==> src/rtl/ring_burst_scheduler_pkg.sv <==
// Shared types and defaults for the ring burst scheduler.
package ring_burst_scheduler_pkg;

  localparam int unsigned ADDR_WIDTH_DEF = 16;

  typedef enum logic [1:0] {
    IDLE     = 2'd0,
    GRANT_WR = 2'd1,
    GRANT_RD = 2'd2
  } state_t;

endpackage

==> src/rtl/ring_burst_scheduler_if.sv <==
// Writer/reader burst handshake: request, grant and completion for each side.
interface ring_burst_scheduler_if;

  logic wr_req;
  logic wr_done;
  logic wr_grant;
  logic rd_req;
  logic rd_done;
  logic rd_grant;

  // Client side: raises requests and completions, receives grants.
  modport master (
    output wr_req, wr_done, rd_req, rd_done,
    input  wr_grant, rd_grant
  );

  // Scheduler side: samples requests and completions, issues grants.
  modport slave (
    input  wr_req, wr_done, rd_req, rd_done,
    output wr_grant, rd_grant
  );

endinterface

==> src/rtl/ring_burst_scheduler_ring_ptr_counter.sv <==
// Burst slot pointer that wraps to zero after slot ring_size-1.
module ring_ptr_counter
  import ring_burst_scheduler_pkg::*;
#(
  parameter int unsigned ADDR_WIDTH = ADDR_WIDTH_DEF
) (
  input  logic                  aclk,
  input  logic                  areset,
  input  logic                  increment,
  input  logic                  clear,
  input  logic [ADDR_WIDTH-1:0] ring_size,
  output logic [ADDR_WIDTH-1:0] ptr
);

  logic [ADDR_WIDTH-1:0] last_slot;

  assign last_slot = ring_size - ADDR_WIDTH'(1);

  // Advance one slot per completed burst; also wraps a pointer left beyond a shrunk ring.
  always_ff @(posedge aclk or posedge areset) begin
    if (areset) begin
      ptr <= '0;
    end else if (clear) begin
      ptr <= '0;
    end else if (increment) begin
      ptr <= (ptr >= last_slot) ? '0 : ptr + ADDR_WIDTH'(1);
    end
  end

endmodule

==> src/rtl/ring_burst_scheduler.sv <==
// Round-robin burst scheduler between a ring writer and a ring reader.
module ring_burst_scheduler
  import ring_burst_scheduler_pkg::*;
#(
  parameter int unsigned ADDR_WIDTH = ADDR_WIDTH_DEF
) (
  input  logic                  aclk,
  input  logic                  areset,
  input  logic                  enable,
  input  logic                  clear,
  input  logic [ADDR_WIDTH-1:0] ring_size,
  ring_burst_scheduler_if.slave hs,
  output logic [ADDR_WIDTH-1:0] wr_ptr,
  output logic [ADDR_WIDTH-1:0] rd_ptr,
  output logic [ADDR_WIDTH:0]   occupancy,
  output logic                  full,
  output logic                  empty,
  output logic                  done_err
);

  localparam int unsigned OCC_W = ADDR_WIDTH + 1;

  state_t           state;
  state_t           state_next;
  logic             last_wr;
  logic             last_wr_next;
  logic             wr_elig;
  logic             rd_elig;
  logic             wr_adv;
  logic             rd_adv;
  logic             err_set;
  logic             do_clear;
  logic [OCC_W-1:0] size_ext;

  assign size_ext = {1'b0, ring_size};
  assign full     = (occupancy == size_ext);
  assign empty    = (occupancy == '0);

  // Eligibility: writer needs a free slot, reader needs a filled one.
  always_comb begin
    wr_elig = hs.wr_req && (occupancy < size_ext);
    rd_elig = hs.rd_req && (occupancy != '0);
  end

  // Next-state, round-robin choice and completion bookkeeping.
  always_comb begin
    state_next   = state;
    last_wr_next = last_wr;
    wr_adv       = 1'b0;
    rd_adv       = 1'b0;
    do_clear     = 1'b0;
    err_set      = (hs.wr_done && (state != GRANT_WR)) ||
                   (hs.rd_done && (state != GRANT_RD));
    case (state)
      IDLE: begin
        if (clear) begin
          do_clear = 1'b1;
        end else if (enable) begin
          if (wr_elig && (!rd_elig || !last_wr)) begin
            state_next   = GRANT_WR;
            last_wr_next = 1'b1;
          end else if (rd_elig) begin
            state_next   = GRANT_RD;
            last_wr_next = 1'b0;
          end
        end
      end
      GRANT_WR: begin
        if (hs.wr_done) begin
          wr_adv     = (occupancy < size_ext);
          state_next = IDLE;
        end
      end
      GRANT_RD: begin
        if (hs.rd_done) begin
          rd_adv     = (occupancy != '0);
          state_next = IDLE;
        end
      end
      default: state_next = IDLE;
    endcase
  end

  // State, registered grants, occupancy and sticky completion error.
  always_ff @(posedge aclk or posedge areset) begin
    if (areset) begin
      state       <= IDLE;
      last_wr     <= 1'b0;
      hs.wr_grant <= 1'b0;
      hs.rd_grant <= 1'b0;
      occupancy   <= '0;
      done_err    <= 1'b0;
    end else begin
      state       <= state_next;
      last_wr     <= last_wr_next;
      hs.wr_grant <= (state_next == GRANT_WR);
      hs.rd_grant <= (state_next == GRANT_RD);
      if (do_clear) begin
        occupancy <= '0;
      end else if (wr_adv) begin
        occupancy <= occupancy + OCC_W'(1);
      end else if (rd_adv) begin
        occupancy <= occupancy - OCC_W'(1);
      end
      if (do_clear) begin
        done_err <= 1'b0;
      end else if (err_set) begin
        done_err <= 1'b1;
      end
    end
  end

  ring_ptr_counter #(.ADDR_WIDTH(ADDR_WIDTH)) u_wr_ptr (
    .aclk      (aclk),
    .areset    (areset),
    .increment (wr_adv),
    .clear     (do_clear),
    .ring_size (ring_size),
    .ptr       (wr_ptr)
  );

  ring_ptr_counter #(.ADDR_WIDTH(ADDR_WIDTH)) u_rd_ptr (
    .aclk      (aclk),
    .areset    (areset),
    .increment (rd_adv),
    .clear     (do_clear),
    .ring_size (ring_size),
    .ptr       (rd_ptr)
  );

endmodule

==> src/flat_wrapper.sv <==
// flat-port wrapper written by rule: the top's interface ports become plain ports
module ring_burst_scheduler_flat import ring_burst_scheduler_pkg::*;
#(
  parameter int unsigned ADDR_WIDTH = ADDR_WIDTH_DEF
)
  (aclk, areset, enable, clear, ring_size, wr_ptr, rd_ptr, occupancy, full, empty, done_err, hs_wr_req, hs_wr_done, hs_rd_req, hs_rd_done, hs_wr_grant, hs_rd_grant);
  ring_burst_scheduler_if hs_i ();
  input  logic aclk;
  input  logic areset;
  input  logic enable;
  input  logic clear;
  input  logic [ADDR_WIDTH-1:0] ring_size;
  output logic [ADDR_WIDTH-1:0] wr_ptr;
  output logic [ADDR_WIDTH-1:0] rd_ptr;
  output logic [ADDR_WIDTH:0] occupancy;
  output logic full;
  output logic empty;
  output logic done_err;
  input wire logic [$bits(hs_i.wr_req)-1:0] hs_wr_req;
  input wire logic [$bits(hs_i.wr_done)-1:0] hs_wr_done;
  input wire logic [$bits(hs_i.rd_req)-1:0] hs_rd_req;
  input wire logic [$bits(hs_i.rd_done)-1:0] hs_rd_done;
  output wire logic [$bits(hs_i.wr_grant)-1:0] hs_wr_grant;
  output wire logic [$bits(hs_i.rd_grant)-1:0] hs_rd_grant;
  assign hs_i.wr_req = hs_wr_req;
  assign hs_i.wr_done = hs_wr_done;
  assign hs_i.rd_req = hs_rd_req;
  assign hs_i.rd_done = hs_rd_done;
  assign hs_wr_grant = hs_i.wr_grant;
  assign hs_rd_grant = hs_i.rd_grant;
  ring_burst_scheduler #(.ADDR_WIDTH(ADDR_WIDTH)) u_core (.aclk(aclk), .areset(areset), .enable(enable), .clear(clear), .ring_size(ring_size), .hs(hs_i), .wr_ptr(wr_ptr), .rd_ptr(rd_ptr), .occupancy(occupancy), .full(full), .empty(empty), .done_err(done_err));
endmodule
==> config.mk <==
export PLATFORM = sky130hd
export DESIGN_NAME = ring_burst_scheduler_flat
export DESIGN_NICKNAME = d
export VERILOG_FILES = /design/src/rtl/ring_burst_scheduler_pkg.sv /design/src/rtl/ring_burst_scheduler_if.sv /design/src/rtl/ring_burst_scheduler_ring_ptr_counter.sv /design/src/rtl/ring_burst_scheduler.sv /design/src/flat_wrapper.sv
export SDC_FILE = /design/constraint.sdc
export NUM_CORES = 1
export LEC_CHECK = 0
export CELL_PAD_IN_SITES_DETAIL_PLACEMENT = 1
export CELL_PAD_IN_SITES_GLOBAL_PLACEMENT = 1
export CORE_ASPECT_RATIO = 1.5
export CORE_MARGIN = 2
export CORE_UTILIZATION = 40
export CTS_CLUSTER_SIZE = 20
export DETAILED_ROUTE_END_ITERATION = 6
export DONT_BUFFER_PORTS = 1
export PLACE_DENSITY_LB_ADDON = 0.08
export REMOVE_ABC_BUFFERS = 1
export SLEW_MARGIN = 20
export SYNTH_ARGS = -nofsm -noshare
export SYNTH_HDL_FRONTEND = slang
export SYNTH_SLANG_ARGS = --single-unit
==> constraint.sdc <==
create_clock -name aclk -period 4.95 [get_ports aclk]
set_clock_uncertainty 0.15 [all_clocks]
set_input_delay 0.2475 -clock aclk [delete_from_list [all_inputs] [get_ports aclk]]
set_output_delay 0.2475 -clock aclk [all_outputs]
set_load 0.005 [all_outputs]
==> summary.md <==
| Metric | Value |
|---|---|
| DRT antenna net count | 0 |
| Vias/cell | roughly 6 |
| Post-synth top area cell | dfrtp_1 |
| Final std cells w/o fill | between 700 and 800 |
| Root Buffer | clkbuf_16 |
| DRC | 0 |
| FF-to-FF setup slack | about 0.92 ns |
| Cell count after synthesis | ~560 |
| GRT Util Overall | a little under a quarter |
| First-pass GRT wire length | ~25,000 um |
| Power Dens Cells | around 440 nW/um^2 |
| Outcome | finished, final reports clean |
| Hold WC Path Type | input pin to register |
| Routed wire length | roughly 15,000 um |
| Internal | 1.29 mW |
| Cell area after layout | ~5300 um^2 |
| Hold_sp | clear |
| Gr ovfl total | 0 |
| Clock sinks | 55 |
| Async SR Flop Fraction | 100% |
| Antenna Cells | 0 |
| Reg2reg start | u_core.occupancy[3] |
| Largest net degree at the start of global routing | 56 |
| Crit-path cells | ha_1 > a21oi_1 > a21boi_0 > o31ai_2 > nand3_4 > ha_1 > a211oi_1 > o211ai_1 > o21ai_0 > o221ai_1 > mux2_2 > a21oi_1 |
| Setup CP Type | register to register |
| Setup bufs post-CTS | 0 |
| Synth cell types | 60 |
| Startpoint types | register |
| Hold EP | u_core.done_err |
| Final setup fails | 0 |
| Sw frac | between 40% and 50% |
| Number of global-route vias before repair | roughly 4,700 |
| Reg2reg path depth | 12 |
| Max Fclk | 0.248 GHz |
| Post-route clock period utilization | about 81% |
| Clock transition at path regs | 0.08 ns |
| Synth top area cells | dfrtp_1 28%, ha_1 17%, xnor2_1 5.0% |
| Area grow syn2layout | 7.31% |
| Vias | between 4,000 and 5,000 |
| Primary FF master, synth | dfrtp_1 |
| Critical path's slowest cell | o31ai_2 |
| Post-Synthesis Cell Area | 4930 um^2 |
| Worst Path Max Fanout | 16 |
| WHS | between 0.01 and 0.015 ns |
| Placed Instances | roughly 700 |
| H-tree Lvls | 2 |
| Most frequent cells in the layout | 67 x ha_1, 55 x dfrtp_1, 53 x nand2_1 |
| Die width | 94.6 um |
| Die height | between 100 and 150 um |
| P_sw | between 1 and 1.5 mW |
| Clock network power share | roughly a fifth |
| Worst vdd rail ir drop | 0.259 mV |
| Required time of the worst setup path | between 5 and 6 ns |
| RSZ-0062 raised after global routing | false |
| Fin util | between 40 and 50% |
| Die ar. | about 13,000 um^2 |
| TritonCTS buffer count | 5 |
| CP endpoint kind | register |
| Final Critical Period | around 4.0 ns |
| Worst-Skew Late Latency | 0.30 ns |
| Crit path largest cell delay | between 0.5 and 0.6 ns |
| WL/cell | between 20 and 25 um |
| Initial DRC count | 92 |
| Arrival @ worst endpoint | 4.11 ns |
| Tightest Pin Transition | about 0.96 ns |
| Max-slew violation count | 0 |
| Setup TNS | 0 ns |
| Hpwl dp | around 12,000 um |
| Relative slew slack | 35.5% |
| Combinational Power Share | around half |
| CTS max path bufs | 2 |
| Seq pwr share | roughly 28% |
| Post-synth top area share | 27.9% |
| Seq cells post-synth | 55 |
| GP Congestion | ~0.86 |
| Final total power | approximately 2.3 mW |
| Fin. Hold Viols | 0 |
| I/O Pins | just under 80 |
| CTS tree | yes |
| Antenna violations before repair | 0 |
| Syn avg cell area | 8.79 um^2 |
| Reg2reg end | u_core.occupancy[16] |
| Dpl ws | between 0.8 and 0.9 ns |
| Port-buffer cells | 0 |
| Dpl cell area | between 5000 and 6000 um^2 |
| Seq/Total Area, Yosys | 27.9% |
| Final worst slack | between 0.9 and 1 ns |
| Post-synth EDFFs | 0 |
| Layout cells sized above 1 | just over 6% |
| P_leak | 2.32 nW |
| Std-Cell Rows | between 40 and 50 |
| CORE AREA | 12,000 um^2 |
| Initial DRT Pass Iterations | 4 |
| Leading cell type in the layout, fill and taps excluded | ha_1 |
| Layout net count | 652 |
| Max Cap Viol | 0 |
| Hold path cells | 3 |
| Initial Util | ~40% |
| Synth Warn # | 0 |
registers in the layout (all words and copies together), names as in the netlist:
signal	cells
u_core.last_wr	1
u_core.u_wr_ptr.ptr	16
u_core.state	2
u_core.u_rd_ptr.ptr	16
u_core.hs.wr_grant	1
u_core.hs.rd_grant	1
u_core.done_err	1
u_core.occupancy	17
worst max path at each step:
stage,startpoint,to,slack (ns),cells past startpoint
after floorplan,u_core.occupancy[6],u_core.occupancy[9],1.30,12
after global placement,u_core.occupancy[3],u_core.occupancy[16],0.96,12
after detailed placement,u_core.occupancy[3],u_core.occupancy[16],0.88,12
after CTS,u_core.occupancy[3],u_core.occupancy[16],0.87,12
after global routing,u_core.occupancy[3],u_core.occupancy[16],0.55,12
final,u_core.occupancy[3],u_core.occupancy[16],0.92,12
cells in the mapped netlist, types with 5 or more instances:
cell type and count:
ha_1 67, dfrtp_1 55, nand2_1 53, nor2_1 41
inv_1 34, xnor2_1 28, a21oi_1 26, nand3_1 21
a211oi_1 20, o21ai_0 20, nand2b_1 16, nand4_1 16
o31ai_1 14, a21o_1 13, nor3_1 11, xor2_1 11
clkbuf_1 8, nor4_1 8, o211ai_1 7, a31o_2 6
and3_1 6, a22o_1 5, a31oi_1 5
kinds of logic (layout without fill, tap and decap cells):
| kind of cell | after synthesis | after routing | share of synthesized area, % |
|---|---|---|---|
| simple gates | 193 | 193 | 20.1 |
| flops | 55 | 55 | 27.9 |
| buf+inv | 49 | 49 | 4.29 |
| compound gates | 152 | 152 | 22.3 |
| fa+ha+maj | 68 | 68 | 17.4 |
| xor+xnor | 39 | 39 | 6.93 |
| mux | 5 | 5 | 1.04 |
critical path: cells and delay by family (launching register included):
kind / cells / cell delay, ns
adders and majority gates: 2 / 0.78
muxes: 1 / 0.30
and+or+nand+nor: 1 / 0.32
DFF: 1 / 0.47
AOI/OAI and AO/OA: 8 / 1.93
final cells by class:
type                    instances  area [um^2]
repair buffers                  7         60.1
clock buffers                   5          125
clock inverters                 3         67.6
well taps                     153          191
inverters                      34          128
fillers                      1457         6730
multi-input cells             457         3340
flip-flops and latches         55         1380
power by group through the flow:
stage          sequential [mW]  combinational [mW]  clock (mW)
6_report                 0.659                1.19       0.475
5_1_grt                  0.676                1.34       0.510
4_1_cts                  0.663                1.20       0.489
3_5_place_dp             0.672                1.19           0
3_3_place_gp             0.669                1.16           0
2_1_floorplan            0.619               0.920           0
repair_timing:
item                                   in CTS  in global routing
endpoints found under the hold margin      58                  0
hold buffers                                3                  0
gates resized for setup                     0                  0
metal layers:
layer | routed length (um) | GRT usage (%) | vias to the layer above
met1 | 5520 | 24.3 | 2130
li1 | - | - | 2071
met3 | 691 | 4.63 | 20
met2 | 8360 | 46.6 | 62
met4 | 428 | 8.77 | 0
met5 | 0 | 0 | -
No activity file was read; power rests on OpenSTA's default activity.
